## src/rtl/dft_source_collector_pkg.sv

```systemverilog
// Shared types and constants for the DFT source-side collector.
// DENORM_SAT_EN (when defined) enables saturating denormalization in the top.
package dft_collect_pkg;

  localparam int DW            = 18;
  localparam int EW            = 4;
  localparam int OW            = 30;
  localparam int TS_W          = 16;
  localparam int TAG_DEPTH_DEF = 4;
  localparam int NSIZES        = 36;

  // DFT point counts indexed by size code
  localparam logic [11:0] PTS_LUT [0:NSIZES-1] = '{
    12'd12,   12'd24,   12'd36,   12'd48,   12'd60,   12'd72,
    12'd96,   12'd108,  12'd120,  12'd144,  12'd180,  12'd192,
    12'd216,  12'd240,  12'd288,  12'd300,  12'd324,  12'd360,
    12'd384,  12'd432,  12'd480,  12'd540,  12'd576,  12'd600,
    12'd648,  12'd720,  12'd768,  12'd864,  12'd900,  12'd960,
    12'd972,  12'd1080, 12'd1152, 12'd1200, 12'd1296, 12'd1536
  };

  typedef struct packed {
    logic [5:0]      size;
    logic [TS_W-1:0] ts;
  } tag_t;

  typedef enum logic [0:0] {IDLE = 1'b0, INFRAME = 1'b1} state_t;

  // Unknown size codes map to 0 points so any real frame flags a length error
  function automatic logic [11:0] pts(input logic [5:0] s);
    logic [11:0] r;
    r = 12'd0;
    if (s < 6'd36) r = PTS_LUT[s];
    return r;
  endfunction

endpackage

```

## src/rtl/dft_source_collector_if.sv

```systemverilog
// Sink-tag, source-stream, denormalized-stream and frame-status bundle.
// DENORM_SAT_EN adds the sat_flag signal.
interface dft_source_collector_if;
  import dft_collect_pkg::*;

  logic            sink_sop;
  logic [5:0]      size;
  logic            source_valid;
  logic            source_sop;
  logic            source_eop;
  logic [DW-1:0]   source_real;
  logic [DW-1:0]   source_imag;
  logic [EW-1:0]   source_exp;
  logic            out_valid;
  logic            out_sop;
  logic            out_eop;
  logic [OW-1:0]   out_real;
  logic [OW-1:0]   out_imag;
  logic            frm_done;
  logic [11:0]     frm_len;
  logic            len_err;
  logic [TS_W-1:0] lat_val;
  logic            proto_err;
  logic            tag_ovf;
`ifdef DENORM_SAT_EN
  logic            sat_flag;
`endif

  modport master (
    output sink_sop, size, source_valid, source_sop, source_eop,
           source_real, source_imag, source_exp,
    input  out_valid, out_sop, out_eop, out_real, out_imag,
           frm_done, frm_len, len_err, lat_val, proto_err, tag_ovf
`ifdef DENORM_SAT_EN
    , input sat_flag
`endif
  );

  modport slave (
    input  sink_sop, size, source_valid, source_sop, source_eop,
           source_real, source_imag, source_exp,
    output out_valid, out_sop, out_eop, out_real, out_imag,
           frm_done, frm_len, len_err, lat_val, proto_err, tag_ovf
`ifdef DENORM_SAT_EN
    , output sat_flag
`endif
  );

endinterface

```

## src/rtl/dft_source_collector_tag_fifo.sv

```systemverilog
// In-flight frame tag FIFO; push while full is accepted only alongside a pop.
module dft_tag_fifo
  import dft_collect_pkg::*;
#(
  parameter int DEPTH = 4
) (
  input  logic clk,
  input  logic rst,
  input  logic i_push,
  input  logic i_pop,
  input  tag_t i_din,
  output tag_t o_head,
  output logic o_full,
  output logic o_empty
);
  localparam int AW = $clog2(DEPTH);

  tag_t        r_mem [DEPTH];
  logic [AW:0] r_wr;
  logic [AW:0] r_rd;
  logic        w_do_pop;
  logic        w_do_push;

  assign o_empty   = (r_wr == r_rd);
  assign o_full    = (r_wr[AW] != r_rd[AW]) && (r_wr[AW-1:0] == r_rd[AW-1:0]);
  assign w_do_pop  = i_pop & ~o_empty;
  assign w_do_push = i_push & (~o_full | w_do_pop);
  assign o_head    = r_mem[r_rd[AW-1:0]];

  always_ff @(posedge clk) begin
    if (rst) begin
      r_wr <= '0;
      r_rd <= '0;
    end else begin
      if (w_do_push) r_wr <= r_wr + (AW+1)'(1);
      if (w_do_pop)  r_rd <= r_rd + (AW+1)'(1);
    end
  end

  always_ff @(posedge clk) begin
    if (w_do_push) r_mem[r_wr[AW-1:0]] <= i_din;
  end

endmodule

```

## src/rtl/dft_source_collector.sv

```systemverilog
// Denormalizes the DFT output stream and reports per-frame length/latency status.
// DENORM_SAT_EN selects saturating shift and adds the sticky sat_flag output.
module dft_source_collector
  import dft_collect_pkg::*;
#(
  parameter int TAG_DEPTH = TAG_DEPTH_DEF
) (
  input  logic                   clk,
  input  logic                   rst,
  dft_source_collector_if.slave  bus
);

`ifdef DENORM_SAT_EN
  localparam int WW = DW + (1 << EW) - 1;

  // MSB of the result flags an overflowed (clamped) value
  function automatic logic [OW:0] denorm(input logic [DW-1:0] v, input logic [EW-1:0] e);
    logic [WW-1:0]    wide;
    logic [WW-OW:0]   hi;
    logic             ovf;
    logic [OW-1:0]    val;
    wide = {{(WW-DW){v[DW-1]}}, v} << e;
    hi   = wide[WW-1:OW-1];
    ovf  = !((hi == '0) || (hi == '1));
    val  = wide[OW-1:0];
    if (ovf) val = v[DW-1] ? {1'b1, {(OW-1){1'b0}}} : {1'b0, {(OW-1){1'b1}}};
    return {ovf, val};
  endfunction
`else
  function automatic logic [OW:0] denorm(input logic [DW-1:0] v, input logic [EW-1:0] e);
    logic [OW-1:0] val;
    val = {{(OW-DW){v[DW-1]}}, v} << e;
    return {1'b0, val};
  endfunction
`endif

  state_t          r_state;
  logic [11:0]     r_cnt;
  logic [TS_W-1:0] r_ts;
  logic            r_out_valid, r_out_sop, r_out_eop;
  logic [OW-1:0]   r_out_real, r_out_imag;
  logic            r_frm_done, r_len_err, r_proto_err, r_tag_ovf;
  logic [11:0]     r_frm_len;
  logic [TS_W-1:0] r_lat;
`ifdef DENORM_SAT_EN
  logic            r_sat;
`endif

  logic            w_acc, w_stray, w_mid_sop, w_close, w_ovf;
  logic [11:0]     w_cnt_nxt;
  logic [OW:0]     w_dn_re, w_dn_im;
  tag_t            w_head, w_push_tag;
  logic            w_full, w_empty;

  // A beat is taken when a frame is open or it opens one
  assign w_acc      = bus.source_valid & ((r_state == INFRAME) | bus.source_sop);
  assign w_stray    = bus.source_valid & (r_state == IDLE) & ~bus.source_sop;
  assign w_mid_sop  = bus.source_valid & (r_state == INFRAME) & bus.source_sop;
  assign w_close    = w_acc & bus.source_eop;
  assign w_cnt_nxt  = bus.source_sop ? 12'd1 : r_cnt + 12'd1;
  assign w_ovf      = bus.sink_sop & w_full & ~w_close;
  assign w_dn_re    = denorm(bus.source_real, bus.source_exp);
  assign w_dn_im    = denorm(bus.source_imag, bus.source_exp);
  assign w_push_tag = '{size: bus.size, ts: r_ts};

  dft_tag_fifo #(.DEPTH(TAG_DEPTH)) u_tag_fifo (
    .clk     (clk),
    .rst     (rst),
    .i_push  (bus.sink_sop),
    .i_pop   (w_close),
    .i_din   (w_push_tag),
    .o_head  (w_head),
    .o_full  (w_full),
    .o_empty (w_empty)
  );

  always_ff @(posedge clk) begin
    if (rst) begin
      r_state     <= IDLE;
      r_cnt       <= '0;
      r_ts        <= '0;
      r_out_valid <= 1'b0;
      r_out_sop   <= 1'b0;
      r_out_eop   <= 1'b0;
      r_out_real  <= '0;
      r_out_imag  <= '0;
      r_frm_done  <= 1'b0;
      r_frm_len   <= '0;
      r_len_err   <= 1'b0;
      r_lat       <= '0;
      r_proto_err <= 1'b0;
      r_tag_ovf   <= 1'b0;
`ifdef DENORM_SAT_EN
      r_sat       <= 1'b0;
`endif
    end else begin
      r_ts        <= r_ts + TS_W'(1);
      r_out_valid <= w_acc;
      r_out_sop   <= w_acc & bus.source_sop;
      r_out_eop   <= w_close;
      r_frm_done  <= w_close;
      if (bus.source_valid) begin
        r_out_real <= w_dn_re[OW-1:0];
        r_out_imag <= w_dn_im[OW-1:0];
      end
      if (w_acc) begin
        r_state <= bus.source_eop ? IDLE : INFRAME;
        r_cnt   <= w_cnt_nxt;
      end
      // Lost tags (empty FIFO at close) report zero latency and no length error
      if (w_close) begin
        r_frm_len <= w_cnt_nxt;
        if (!w_empty) begin
          r_len_err <= (w_cnt_nxt != pts(w_head.size));
          r_lat     <= TS_W'(r_ts - w_head.ts + TS_W'(1));
        end else begin
          r_len_err <= 1'b0;
          r_lat     <= '0;
        end
      end
      if (w_stray | w_mid_sop | (w_close & w_empty)) r_proto_err <= 1'b1;
      if (w_ovf) r_tag_ovf <= 1'b1;
`ifdef DENORM_SAT_EN
      if (w_acc & (w_dn_re[OW] | w_dn_im[OW])) r_sat <= 1'b1;
`endif
    end
  end

  assign bus.out_valid = r_out_valid;
  assign bus.out_sop   = r_out_sop;
  assign bus.out_eop   = r_out_eop;
  assign bus.out_real  = r_out_real;
  assign bus.out_imag  = r_out_imag;
  assign bus.frm_done  = r_frm_done;
  assign bus.frm_len   = r_frm_len;
  assign bus.len_err   = r_len_err;
  assign bus.lat_val   = r_lat;
  assign bus.proto_err = r_proto_err;
  assign bus.tag_ovf   = r_tag_ovf;
`ifdef DENORM_SAT_EN
  assign bus.sat_flag  = r_sat;
`endif

endmodule

```

## src/flat_wrapper.sv

```systemverilog
// flat-port wrapper written by rule: the top's interface ports become plain ports
module dft_source_collector_flat import dft_collect_pkg::*;
#(
  parameter int TAG_DEPTH = TAG_DEPTH_DEF
)
  (clk, rst, bus_sink_sop, bus_size, bus_source_valid, bus_source_sop, bus_source_eop, bus_source_real, bus_source_imag, bus_source_exp, bus_out_valid, bus_out_sop, bus_out_eop, bus_out_real, bus_out_imag, bus_frm_done, bus_frm_len, bus_len_err, bus_lat_val, bus_proto_err, bus_tag_ovf);
  dft_source_collector_if bus_i ();
  input  logic clk;
  input  logic rst;
  input wire logic [$bits(bus_i.sink_sop)-1:0] bus_sink_sop;
  input wire logic [$bits(bus_i.size)-1:0] bus_size;
  input wire logic [$bits(bus_i.source_valid)-1:0] bus_source_valid;
  input wire logic [$bits(bus_i.source_sop)-1:0] bus_source_sop;
  input wire logic [$bits(bus_i.source_eop)-1:0] bus_source_eop;
  input wire logic [$bits(bus_i.source_real)-1:0] bus_source_real;
  input wire logic [$bits(bus_i.source_imag)-1:0] bus_source_imag;
  input wire logic [$bits(bus_i.source_exp)-1:0] bus_source_exp;
  output wire logic [$bits(bus_i.out_valid)-1:0] bus_out_valid;
  output wire logic [$bits(bus_i.out_sop)-1:0] bus_out_sop;
  output wire logic [$bits(bus_i.out_eop)-1:0] bus_out_eop;
  output wire logic [$bits(bus_i.out_real)-1:0] bus_out_real;
  output wire logic [$bits(bus_i.out_imag)-1:0] bus_out_imag;
  output wire logic [$bits(bus_i.frm_done)-1:0] bus_frm_done;
  output wire logic [$bits(bus_i.frm_len)-1:0] bus_frm_len;
  output wire logic [$bits(bus_i.len_err)-1:0] bus_len_err;
  output wire logic [$bits(bus_i.lat_val)-1:0] bus_lat_val;
  output wire logic [$bits(bus_i.proto_err)-1:0] bus_proto_err;
  output wire logic [$bits(bus_i.tag_ovf)-1:0] bus_tag_ovf;
  assign bus_i.sink_sop = bus_sink_sop;
  assign bus_i.size = bus_size;
  assign bus_i.source_valid = bus_source_valid;
  assign bus_i.source_sop = bus_source_sop;
  assign bus_i.source_eop = bus_source_eop;
  assign bus_i.source_real = bus_source_real;
  assign bus_i.source_imag = bus_source_imag;
  assign bus_i.source_exp = bus_source_exp;
  assign bus_out_valid = bus_i.out_valid;
  assign bus_out_sop = bus_i.out_sop;
  assign bus_out_eop = bus_i.out_eop;
  assign bus_out_real = bus_i.out_real;
  assign bus_out_imag = bus_i.out_imag;
  assign bus_frm_done = bus_i.frm_done;
  assign bus_frm_len = bus_i.frm_len;
  assign bus_len_err = bus_i.len_err;
  assign bus_lat_val = bus_i.lat_val;
  assign bus_proto_err = bus_i.proto_err;
  assign bus_tag_ovf = bus_i.tag_ovf;
  dft_source_collector #(.TAG_DEPTH(TAG_DEPTH)) u_core (.clk(clk), .rst(rst), .bus(bus_i));
endmodule
```

## config.mk

```make
export PLATFORM = sky130hd
export DESIGN_NAME = dft_source_collector_flat
export DESIGN_NICKNAME = d
export VERILOG_FILES = /design/src/rtl/dft_source_collector_pkg.sv /design/src/rtl/dft_source_collector_if.sv /design/src/rtl/dft_source_collector_tag_fifo.sv /design/src/rtl/dft_source_collector.sv /design/src/flat_wrapper.sv
export SDC_FILE = /design/constraint.sdc
export NUM_CORES = 1
export LEC_CHECK = 0
export ABC_AREA = 1
export CAP_MARGIN = 20
export CORE_UTILIZATION = 56
export DETAILED_ROUTE_END_ITERATION = 10
export GPL_TIMING_DRIVEN = 0
export PLACE_DENSITY = 0.81
export SLEW_MARGIN = 20
export SYNTH_ARGS = -nofsm -noshare
export SYNTH_HDL_FRONTEND = slang
export SYNTH_HIERARCHICAL = 1
export SYNTH_SLANG_ARGS = --single-unit
```

## constraint.sdc

```tcl
create_clock -name clk -period 4.65 [get_ports clk]
set_clock_uncertainty 0.05 [all_clocks]
set_input_delay 1.395 -clock clk [delete_from_list [all_inputs] [get_ports clk]]
set_output_delay 1.395 -clock clk [all_outputs]
set_load 0.005 [all_outputs]
```

==> metrics.txt <==
clock root buffer=clkbuf_16; clk_lat worst skew=510 ps; via count=11,200; Leak=5.95 nW; GR Util All Layers=0.329; CTS clk-pin slew, worst paths=60 ps; CTS Buf Count=24; postcts setup bufs=0; Final Instance Area=0.0141 mm²; arrival time at the worst endpoint=4030 ps; cell mode on critical path=nand2_1; H-tree Lvls=1; Crit-path slowest cell=o22ai_1; # hold bufs at CTS=0; # clock sinks=219; post-synth cell types=46; Post-DRT Antenna Nets=0; layout cells sized above 1=0.0667; Max IR drop VDD=0.000263 V; die width=145 µm; normalized max-slew margin=0.423; most common cell in the synthesized netlist=nand2_1; Synth Flop Type=dfxtp_1; Setup crit end kind=flop; FF+latch count, synth=219; placed instance area=0.0133 mm²; f_max=272 MHz; largest net degree at the start of global routing=23; Area Growth Syn to Fin=22.4%; Die Ht=145 µm; diode count=0; final core area utilization=0.699; drt first pass iters=5; power density cells=351 mW/mm²; max_cap viols=0; # fillers=1,649; dpl hpwl=25,900 µm; crit path max fanout=10; Final Routed Wirelength=35,200 µm; syn avg cell area=7.56 µm²; hold violation total from the final report=0; Max Root-Sink Buffers=3; final worst-path setup slack=974 ps; status=finished, final reports clean; syn_nets=1,620; DR vias/cell=5.68; first-pass GRT wire length=55,300 µm; Yosys warnings=6; RSZ-0062 raised after global routing=false; Initial DRC Count=1,018; DRC violations left=0; top cell type's share of synthesized area=0.229; initial antenna violation count=0; max incr delay on CP=640 ps; Worst Hold Class=flop to flop; CP Launch Type=flop; Final GP Congestion=1.02; Yosys top cell by area=edfxtp_1; Synth Cell Area=0.0115 mm²; max-slew violation count=0; Post-synth EDFFs=88; setup violators final=0; Async SR Flop Fraction=0; CTS resizes=0; Tmin final=3680 ps; Gate Count Post-Synth=1,523; Congestion Overflow GR=0; CTS tree=done; dpl ws=608 ps; Initial Util=0.571; Slew @ Worst Pin=857 ps; CP Class=flop to flop; Port Buffer Count=141; Avg WL per Cell=17.8 µm; nets=1,787; Cell Chain, Critical Path=buf_2 > clkbuf_1 > o21ai_0 > o22ai_1 > inv_1 > ha_1 > inv_1 > nand2_1 > nand3_1 > nand2_1 > inv_1 > nand2_1 > nand2_1 > nand2_1 > nand4_1 > nor2_1 > nand4_1 > nand3_1 > nand2_1; top post-synthesis cells by area=edfxtp_1 23%, dfxtp_1 23%, nand2_1 15%; core area=0.0202 mm²; cell row count=52; Tcrit/Tclk final=0.791; total power=4.95 mW; WP data required=5000 ps; sequential fraction of the synthesis area=0.457; Hold Slack=399 ps; top post-synthesis cells by count=463 x nand2_1, 131 x dfxtp_1, 124 x inv_1; Top-Level Pins=147; vias in the first global route=10,600; Die Footprint=0.0212 mm²
[sequential cells by signal, indices dropped and copies added (netlist names), 12 cells and up, named ones only]
signal                   cells
u_core/bus.lat_val          16
u_core/r_cnt                12
u_core/u_tag_fifo/r_mem     88
u_core/bus.frm_len          12
u_core/r_ts                 16
u_core/bus.out_imag         30
u_core/bus.out_real         30
[layout make-up]
cell class / instances / area, µm² / share of cell area
inverters: 140 / 526 / 0.0373
clock buffers: 41 / 736 / 0.0522
plain buffers: 74 / 333 / 0.0236
repair buffers: 141 / 1410 / 0.100
clock inverters: 3 / 68.8 / 0.00488
flip-flops and latches: 219 / 5270 / 0.373
well taps: 270 / 338 / 0.0240
multi-input cells: 1090 / 5430 / 0.385
[stage by stage]
stage | instances | TNS (ps)
after floorplan | 1523 | 0
after global placement | 1934 | -24190
after detailed placement | 1934 | 0
after CTS | 1978 | 0
after global routing | 1978 | 0
final | 1978 | 0
[power breakdown]
part	leakage, nW	total, mW	switching [mW]	internal [mW]
clock	0.390	1.92	0.737	1.18
sequential	1.90	2.13	0.0547	2.08
combinational	3.67	0.900	0.571	0.329
total	5.95	4.95	1.36	3.59
[worst max-delay path: cells and delay by family (launching register included)]
family | cells | cell delay, ps
DFF | 1 | 300
AOI/OAI and AO/OA | 2 | 850
buffers and inverters | 5 | 1030
and+or+nand+nor | 11 | 910
adders and majority gates | 1 | 400
[kinds of logic (layout without fill, tap and decap cells)]
family | after synthesis | in the layout | share of synthesized area
and+or+nand+nor | 715 | 715 | 0.259
AOI/OAI and AO/OA | 315 | 315 | 0.147
DFF | 219 | 219 | 0.457
buffers and inverters | 214 | 399 | 0.0745
adders and majority gates | 45 | 45 | 0.0495
xor gates and xnor gates | 8 | 8 | 0.00673
muxes | 7 | 7 | 0.00608
[placed cells by master, fill, tap and decap left out, types with 3 or more instances in the layout]
| cell type | instances |
|---|---|
| nor2_2 | 10 |
| ha_1 | 44 |
| o221ai_1 | 3 |
| clkbuf_16 | 25 |
| a22oi_1 | 5 |
| clkbuf_8 | 5 |
| o21ai_0 | 114 |
| edfxtp_1 | 88 |
| o21a_1 | 3 |
| nand4_1 | 9 |
| nand3_2 | 4 |
| o21ai_1 | 57 |
| buf_4 | 8 |
| nand3_1 | 84 |
| nor3_2 | 3 |
| inv_2 | 14 |
| a21oi_1 | 83 |
| nor2_1 | 110 |
| dfxtp_1 | 131 |
| nor3_1 | 6 |
| xor2_1 | 6 |
| a21o_1 | 4 |
| clkbuf_1 | 44 |
| nand2_2 | 8 |
| inv_1 | 124 |
| a31oi_1 | 13 |
| o211ai_1 | 3 |
| nor2_4 | 9 |
| buf_2 | 20 |
| clkdlybuf4s50_1 | 141 |
| o22ai_1 | 22 |
| nand2_1 | 463 |
| mux2i_1 | 7 |
| buf_1 | 13 |
[path summary, 6_finish.rpt]
check | from | endpoint | slack, ps | depth (start not counted)
min | u_core/bus.lat_val[12]$_SDFFE_PP0P_ | u_core/bus.lat_val[12]$_SDFFE_PP0P_ | 400 | 2
max | flop | u_core/bus.len_err$_SDFFE_PP0P_ | 970 | 19
min reg2reg | u_core/bus.lat_val[12]$_SDFFE_PP0P_ | u_core/bus.lat_val[12]$_SDFFE_PP0P_ | 400 | 2
max reg2reg | flop | u_core/bus.len_err$_SDFFE_PP0P_ | 970 | 19
[routing by layer]
metal,routed length [µm],global-route usage
met2,16400,0.546
met3,2910,0.0414
met1,14200,0.424
met5,0,0
met4,1750,0.165
(Power assumes the default switching activity.)
